[src/rtl/iir_filter.sv]
// iir_filter
//   Second-order IIR filter on 8-bit signed samples, built around one 8x8
//   signed multiplier and one 20-bit accumulator shared over five cycles.
//     y[n] = b0*x[n] + b1*x[n-1] + b2*x[n-2] + c1*y[n-1] + c2*y[n-2]
//   Coefficients are Q1.7; the full-precision sum is floored by 2^7 and
//   saturated to the 8-bit range before it is output and fed back.
//
// Ports
//   clk_i     in   1  clock, rising edge
//   rst_i     in   1  synchronous active-high reset
//   en_i      in   1  sample request, honoured only while idle
//   d_in      in   8  signed input sample x[n]
//   result_o  out  8  signed filtered sample y[n], held between updates
//   valid_o   out  1  one-cycle pulse when result_o updates
//   busy_o    out  1  high while a sample is in flight
module iir_filter (
  input  logic              clk_i,
  input  logic              rst_i,
  input  logic              en_i,
  input  logic signed [7:0] d_in,
  output logic signed [7:0] result_o,
  output logic              valid_o,
  output logic              busy_o
);

  localparam logic signed [7:0]  B0      = 8'sh20;
  localparam logic signed [7:0]  B1      = 8'sh40;
  localparam logic signed [7:0]  B2      = 8'sh20;
  localparam logic signed [7:0]  C1      = 8'sh40;
  localparam logic signed [7:0]  C2      = 8'shE0;
  localparam logic signed [19:0] SAT_MAX = 20'sd127;
  localparam logic signed [19:0] SAT_MIN = -20'sd128;

  typedef enum logic [1:0] {
    IDLE,
    MAC,
    OUT
  } state_e;

  state_e             state_q, state_d;
  logic [2:0]         count_q, count_d;
  logic signed [19:0] acc_q, acc_d;
  logic signed [7:0]  x0_q, x0_d;
  logic signed [7:0]  x1_q, x1_d;
  logic signed [7:0]  x2_q, x2_d;
  logic signed [7:0]  y1_q, y1_d;
  logic signed [7:0]  y2_q, y2_d;
  logic signed [7:0]  result_q, result_d;
  logic               valid_q, valid_d;

  logic signed [7:0]  coef;
  logic signed [7:0]  operand;
  logic signed [15:0] product;
  logic signed [19:0] acc_sum;
  logic signed [19:0] shifted;
  logic signed [7:0]  sat_result;

  // The count selects which coefficient/history pair feeds the single
  // multiplier this cycle.
  always_comb begin
    coef    = B0;
    operand = x0_q;
    case (count_q)
      3'd0: begin coef = B0; operand = x0_q; end
      3'd1: begin coef = B1; operand = x1_q; end
      3'd2: begin coef = B2; operand = x2_q; end
      3'd3: begin coef = C1; operand = y1_q; end
      3'd4: begin coef = C2; operand = y2_q; end
      default: begin coef = B0; operand = x0_q; end
    endcase
  end

  // Product is sign-extended into the accumulator. The five-term sum is
  // bounded by 5*2^14, well inside 20 bits, so no intermediate clipping.
  // The arithmetic shift floors toward minus infinity.
  always_comb begin
    product = coef * operand;
    acc_sum = acc_q + $signed({{4{product[15]}}, product});
    shifted = acc_sum >>> 7;
    if (shifted > SAT_MAX) begin
      sat_result = 8'sh7F;
    end else if (shifted < SAT_MIN) begin
      sat_result = 8'sh80;
    end else begin
      sat_result = shifted[7:0];
    end
  end

  // Next-state logic. The final product is folded in combinationally on the
  // count=4 edge so the result lands in the same edge that leaves MAC. The
  // delay lines only advance when leaving OUT, so a reset mid-sample leaves
  // no trace of the discarded sample in the history.
  always_comb begin
    state_d  = state_q;
    count_d  = count_q;
    acc_d    = acc_q;
    x0_d     = x0_q;
    x1_d     = x1_q;
    x2_d     = x2_q;
    y1_d     = y1_q;
    y2_d     = y2_q;
    result_d = result_q;
    valid_d  = valid_q;
    case (state_q)
      IDLE: begin
        if (en_i) begin
          x0_d    = d_in;
          acc_d   = '0;
          count_d = 3'd0;
          state_d = MAC;
        end
      end
      MAC: begin
        acc_d   = acc_sum;
        count_d = count_q + 3'd1;
        if (count_q == 3'd4) begin
          result_d = sat_result;
          valid_d  = 1'b1;
          state_d  = OUT;
        end
      end
      OUT: begin
        x2_d    = x1_q;
        x1_d    = x0_q;
        y2_d    = y1_q;
        y1_d    = result_q;
        valid_d = 1'b0;
        state_d = IDLE;
      end
      default: begin
        state_d = IDLE;
      end
    endcase
  end

  always_ff @(posedge clk_i) begin
    if (rst_i) begin
      state_q  <= IDLE;
      count_q  <= '0;
      acc_q    <= '0;
      x0_q     <= '0;
      x1_q     <= '0;
      x2_q     <= '0;
      y1_q     <= '0;
      y2_q     <= '0;
      result_q <= '0;
      valid_q  <= 1'b0;
    end else begin
      state_q  <= state_d;
      count_q  <= count_d;
      acc_q    <= acc_d;
      x0_q     <= x0_d;
      x1_q     <= x1_d;
      x2_q     <= x2_d;
      y1_q     <= y1_d;
      y2_q     <= y2_d;
      result_q <= result_d;
      valid_q  <= valid_d;
    end
  end

  assign busy_o   = (state_q != IDLE);
  assign valid_o  = valid_q;
  assign result_o = result_q;

endmodule

[config.mk]
export PLATFORM = sky130hd
export DESIGN_NAME = iir_filter
export DESIGN_NICKNAME = d
export VERILOG_FILES = /design/src/rtl/iir_filter.sv
export SDC_FILE = /design/constraint.sdc
export NUM_CORES = 1
export LEC_CHECK = 0
export CORE_MARGIN = 10
export CORE_UTILIZATION = 59
export CTS_CLUSTER_SIZE = 24
export DETAILED_ROUTE_END_ITERATION = 10
export PLACE_DENSITY = 0.8
export SLEW_MARGIN = 20
export SYNTH_ARGS = -nofsm -noshare
export SYNTH_HDL_FRONTEND = slang
export SYNTH_SLANG_ARGS = --single-unit
[constraint.sdc]
create_clock -name clk_i -period 16.4 [get_ports clk_i]
set_input_delay 2.46 -clock clk_i [delete_from_list [all_inputs] [get_ports clk_i]]
set_output_delay 2.46 -clock clk_i [all_outputs]
set_load 0.005 [all_outputs]
==> results of run 1 <==
[how the worst max path moves through the flow]
stage | start | to | slack, ps | cells after the start
after floorplan | count_q[0] | result_o[0] | 9320 | 25
after global placement | count_q[0] | result_o[0] | 9270 | 22
after detailed placement | count_q[0] | result_o[1] | 8990 | 22
after CTS | count_q[0] | result_o[1] | 8960 | 22
after global routing | count_q[0] | result_o[0] | 8350 | 23
final | count_q[0] | result_o[1] | 8920 | 22
[report_power, final]
group          internal, W  switching, W
clock network     0.000100     0.0000683
registers         0.000171    0.00000307
logic            0.0000261     0.0000426
[registers in the layout, indices dropped and copies added, names as in the netlist]
register / cells
acc_q: 15
count_q: 3
state_q: 2
x0_q: 8
y1_q: 8
result_o: 8
x2_q: 8
valid_o: 1
x1_q: 8
y2_q: 8
[Yosys cell counts (2+ instances only)]
cell type and count:
a21o_1 2, a21oi_1 82, a22oi_1 8, a31oi_1 4
a32o_1 3, a41oi_1 2, and3_1 2, clkbuf_1 31
dfxtp_1 69, fa_1 57, ha_1 43, inv_1 53
nand2_1 104, nand2b_1 6, nand3_1 27, nor2_1 42
nor2b_1 2, nor3_1 4, o211ai_1 2, o21ai_0 16
or2_0 3, or2_2 9, xnor2_1 14, xor2_1 4
[cell type report]
class,instances,area (sq um)
well taps,105,131
clock inverters,6,113
multi-input cells,448,3440
inverters,53,199
repair buffers,24,225
fillers,655,2730
flip-flops and latches,69,1380
clock buffers,9,124
[layer usage]
metal | vias to the layer above | routed length, um
met5 | - | 0
met4 | 0 | 257
met3 | 25 | 875
met2 | 141 | 5500
met1 | 2012 | 5330
li1 | 1981 | -
[critical path: stages (launching register included)]
cell	delay, ps
dfxtp_1	330
inv_1	120
ha_1	430
nand2_1	340
o21a_1	380
o21ai_0	870
nand2_1	150
o21ai_0	120
ha_1	300
fa_1	720
inv_1	110
fa_1	540
inv_1	50
fa_1	480
ha_1	320
ha_1	350
or2_2	320
a41o_1	240
a21oi_2	150
xnor2_1	120
o41a_1	500
or2_0	230
a32o_1	210
[metrics by stage]
stage	hold slack [ps]	area (sq um)	utilization (%)	power, W
2_1_floorplan	436	5130	-	0.000226
3_3_place_gp	441	5370	64.4	0.000242
3_5_place_dp	449	5380	64.5	0.000245
4_1_cts	460	5610	67.3	0.000410
5_1_grt	482	5620	67.3	0.000426
6_report	460	5620	67.3	0.000411
[kinds of logic after synthesis]
kind of cell | Yosys count | synth area share (%)
simple gates | 201 | 16.6
compound gates | 129 | 14.5
fa+ha+maj | 100 | 32.7
buf+inv | 84 | 6.15
flops | 69 | 26.9
xor+xnor | 18 | 3.07
==> reports/metrics.csv, run 1 <==
metric,value,unit
r2r-end,result_o[1],
seq_area_frac_synth,26.9,%
yosysTopAreaCell,dfxtp_1,
cts_setup_buffers,0,
cts_buffers,9,
relSlewSlack,31.5,%
worstRegToRegCells,22,
cts_hold_buf,0,
status,completed,
slew_viol_final,0,
worstSkewPairLatency,360,ps
rsz0062_at_grt,no,
netlist_area,0.00513,sq mm
antenna_found_initial,0,
core,0.00834,sq mm
finalSetupViolations,0,
cts_root_buffer,clkbuf_8,
die-width,113,um
wl,12.0,mm
worst_ep_required_time,16660,ps
min_path_type,flop to flop,
start_util,61.5,%
synth_edf_count,0,
syn_to_final_growth,9.49,%
grt_max_degree,65,
drtIter0Drc,341,
cts_buffer_depth,2,
ctsResizeCount,0,
grt_pass1_wl,20.3,mm
fin_skew,14.9,ps
overflow,0,
clk_pin_slew_worst_paths,80,ps
pin_count,21,
vias,4159,
final_common_cell,nand2_1,
worst_slack,8920,ps
whs_path_depth,2,
rows,33,
synthesis.nets,712,
criticalPathCategory,flop to flop,
die_h,113,um
grtUsageTotal,19.1,%
hold_violations,0,
cts_tree,done,
layout_common_cells,"104 x nand2_1, 82 x a21oi_1, 69 x dfxtp_1",
synth.area.top_cells,"dfxtp_1 27%, fa_1 22%, ha_1 10%",
yosysUniqueCellTypes,36,
synth_top_area_share,26.9,%
first_pass_iters,5,
worstHoldEndpoint,x2_q[6],
async_flop_share,0,%
final.setup.tns,0,ps
ant_nets,0,
yosys_warnings,0,
gr-usage-met1,24.4,%
crit_fanout,16,
htreeDepth,3,
drc,0,
startpoint_type,flop,
num_antenna_cells,0,
ys.flop_type,dfxtp_1,
wl_per_cell,16.7,um
synth_area_per_cell,8.53,sq um
arrival,7740,ps
use_met3,4.44,%
via_per_inst,5.82,
dieArea,0.0128,sq mm
layout.nets,716,
fin_crit,7480,ps
syn_inst,601,
drive_gt1_share,5.42,%
ys_ff_latch,69,
worstHoldStart,x2_q[6],
use_met2,30.5,%
grt_pass1_vias,4288,
place_inst,699,
grt.busiest_layer,met2,
final_cell_count_no_fill,714,
timing.rr.start,count_q[0],
p_leak,2.44,nW
hpwl,9.03,mm
cts.sinks,69,
dpl_worst_slack,8990,ps
period_share,45.6,%
cap_violations,0,
irDropWorstVdd,0.0620,mV
gp_congestion,0.937,
fmax,134,MHz
r2r_slack,8920,ps
worstMarginPinSlew,1030,ps
portBuffers,20,
endpoint_kind,flop,
p_per_area,73.2,mW/mm^2
Note: power is estimated with default switching activity, not from simulation.
==> run 2, diff against run 1 <==
clock period = 6.9 ns   (was 16.4 ns; I/O delays follow)
==> reports/metrics.csv, run 2 (synthesized netlist as in run 1, its figures left out) <==
metric,value,unit,change
cts_buffers,9,,unchanged
hpwl,9.14,mm,+1.2%
syn_to_final_growth,14.0,%,
fmax,152,MHz,+14%
cpPeakStageDelay,580,ps,-290 ps
num_antenna_cells,0,,unchanged
cts.sinks,69,,unchanged
cts_buffer_depth,2,,unchanged
final-seq-area,0.00138,sq mm,unchanged
grt_pass1_wl,20.0,mm,-1.7%
start_util,61.5,%,unchanged
p_per_area,164,mW/mm^2,+120%
p_leak,2.51,nW,+3.2%
r2r-end,result_o[1],,
r2r_slack,320,ps,-8600 ps
multi_input_area,0.00355,sq mm,+3.2%
slew_viol_final,0,,unchanged
worstHoldStart,x2_q[0],,
via_per_inst,5.80,,-0.41%
first_pass_iters,4,,-1
finalSetupViolations,0,,unchanged
core,0.00834,sq mm,unchanged
worst_ep_required_time,7140,ps,-9520 ps
hold_violations,0,,unchanged
seqPwrFrac,43.2,%,+0.9 points
crit_top_cell,ha_1,,
gr-usage-met1,24.7,%,+0.36 points
pwr-share-comb,18.8,%,+2.1 points
layout.nets,735,,+2.7%
die-width,113,um,unchanged
fin_skew,11.2,ps,-3.67 ps
grtUsageTotal,19.0,%,about the same
dpl_worst_slack,-12.4,ps,-9000 ps
use_met3,3.96,%,-0.48 points
cts_root_buffer,clkbuf_8,,
p_int,0.000682,W,+130%
min_path_type,flop to flop,,
final_common_cell,nand2_1,,
grt_pass1_vias,4150,,-3.2%
top_register,acc_q,,
grt_max_degree,65,,unchanged
relSlewSlack,32.4,%,+0.96 points
layout_common_cells,"104 x nand2_1, 76 x a21oi_1, 69 x dfxtp_1",,
grt.busiest_layer,met2,,
worstHoldEndpoint,x2_q[0],,
antenna_found_initial,0,,unchanged
fin_crit,6580,ps,-901 ps
cp_cell_sequence,"inv_1, ha_1, buf_4, a22oi_1, o21ai_0, a21oi_1, nor2_1, a21oi_1, o21ai_0, ha_1, fa_1, inv_1, fa_1, inv_1, fa_1, ha_1, ha_1, or2_2, a41o_1, a21oi_2, xnor2_1, o41a_1, or2_0, a32o_1",,
worstRegToRegCells,24,,+9.1%
status,completed,,
gp_congestion,0.889,,-5.2%
placed_cell_area,0.00547,sq mm,+1.8%
pin_count,21,,unchanged
vias,4258,,+2.4%
use_met2,30.3,%,-0.15 points
worstSkewPairLatency,360,ps,about the same
crit_slowest_cell,fa_1,,
endpoint_kind,flop,,
arrival,6820,ps,-920 ps
crit_fanout,7,,-9
p_switching,0.000276,W,+140%
fillers,642,,-2.0%
final_area,0.00585,sq mm,+4.1%
worstMarginPinSlew,1010,ps,-14.3 ps
drc,0,,unchanged
drtIter0Drc,260,,-24%
final.setup.tns,0,ps,unchanged
irDropWorstVdd,0.160,mV,+160%
htreeDepth,3,,unchanged
whs_path_depth,2,,unchanged
wl_per_cell,16.6,um,-0.71%
largest_reg_flops,15,,unchanged
pwr-share-clk,38.0,%,-3.0 points
portBuffers,20,,unchanged
swShare,28.9,%,+1.1 points
period_share,95.3,%,+50 points
rows,33,,unchanged
wl,12.2,mm,+2.1%
criticalPathCategory,flop to flop,,
ant_nets,0,,unchanged
timing.rr.start,count_q[0],,
startpoint_type,flop,,
cap_violations,0,,unchanged
drive_gt1_share,11.3,%,+5.9 points
die_h,113,um,unchanged
dieArea,0.0128,sq mm,unchanged
cts_tree,done,,
worst_slack,321,ps,-8600 ps
clk_pin_slew_worst_paths,70,ps,about the same
overflow,0,,unchanged
==> run 2: area by class of cell <==
type	instances	share of cell area, %
Multi-Input combinational cell	448	60.7
Sequential cell	69	23.6
Timing Repair Buffer	43	6.29
Inverter	53	3.40
Tap cell	105	2.25
Clock buffer	10	2.18
Clock inverter	6	1.50
==> run 2: through the flow <==
| stage | total power (W) | hold slack (ps) | instances | util (%) |
|---|---|---|---|---|
| after floorplan | 0.000538 | 436 | 601 | - |
| after global placement | 0.000581 | 442 | 711 | 65.5 |
| after detailed placement | 0.000588 | 447 | 711 | 65.6 |
| after CTS | 0.000947 | 456 | 727 | 68.2 |
| after global routing | 0.000997 | 485 | 734 | 70.1 |
| final | 0.000958 | 457 | 734 | 70.1 |
==> run 2: power groups by stage <==
| stage | sequential (W) | combinational, W | clock (W) |
|---|---|---|---|
| final | 0.000414 | 0.000180 | 0.000364 |
| after global routing | 0.000415 | 0.000201 | 0.000381 |
| after CTS | 0.000413 | 0.000168 | 0.000365 |
| after detailed placement | 0.000423 | 0.000165 | 0 |
| after global placement | 0.000422 | 0.000158 | 0 |
| after floorplan | 0.000420 | 0.000118 | 0 |
==> run 2: worst max-delay path by stage <==
stage / slack [ps] / from / end
2_1_floorplan: 30 / count_q[0] / result_o[0]
3_3_place_gp: 170 / count_q[1] / result_o[1]
3_5_place_dp: -10 / count_q[1] / result_o[1]
4_1_cts: 50 / count_q[1] / result_o[1]
5_1_grt: -10 / count_q[0] / result_o[0]
6_report: 320 / count_q[0] / result_o[1]
==> run 2: repair_timing <==
item,CTS,global route
setup endpoints to repair,3,8
hold buffers,0,0
pin swaps,0,7
gates resized for setup,1,20
setup buffers,0,7
==> run 2: per-layer routing <==
layer,up-vias,wire (um)
li1,2014,-
met1,2062,5330
met2,147,5700
met3,35,819
met4,0,359
met5,-,0
==> run 2: critical path: cells and delay by family (launching register included) <==
kind | cells | cell delay [ps]
XOR/XNOR | 1 | 130
buffers and inverters | 4 | 400
adder cells (fa/ha/maj) | 7 | 2860
AND/OR/NAND/NOR | 3 | 630
AO/OA/AOI/OAI | 9 | 2090
flip-flops | 1 | 360
==> run 3, diff against run 2 <==
SKIP_CTS_REPAIR_TIMING = 1   (was unset)
==> results of run 3 <==
No change in the layout: final DEF, timing and power equal those of run 2.
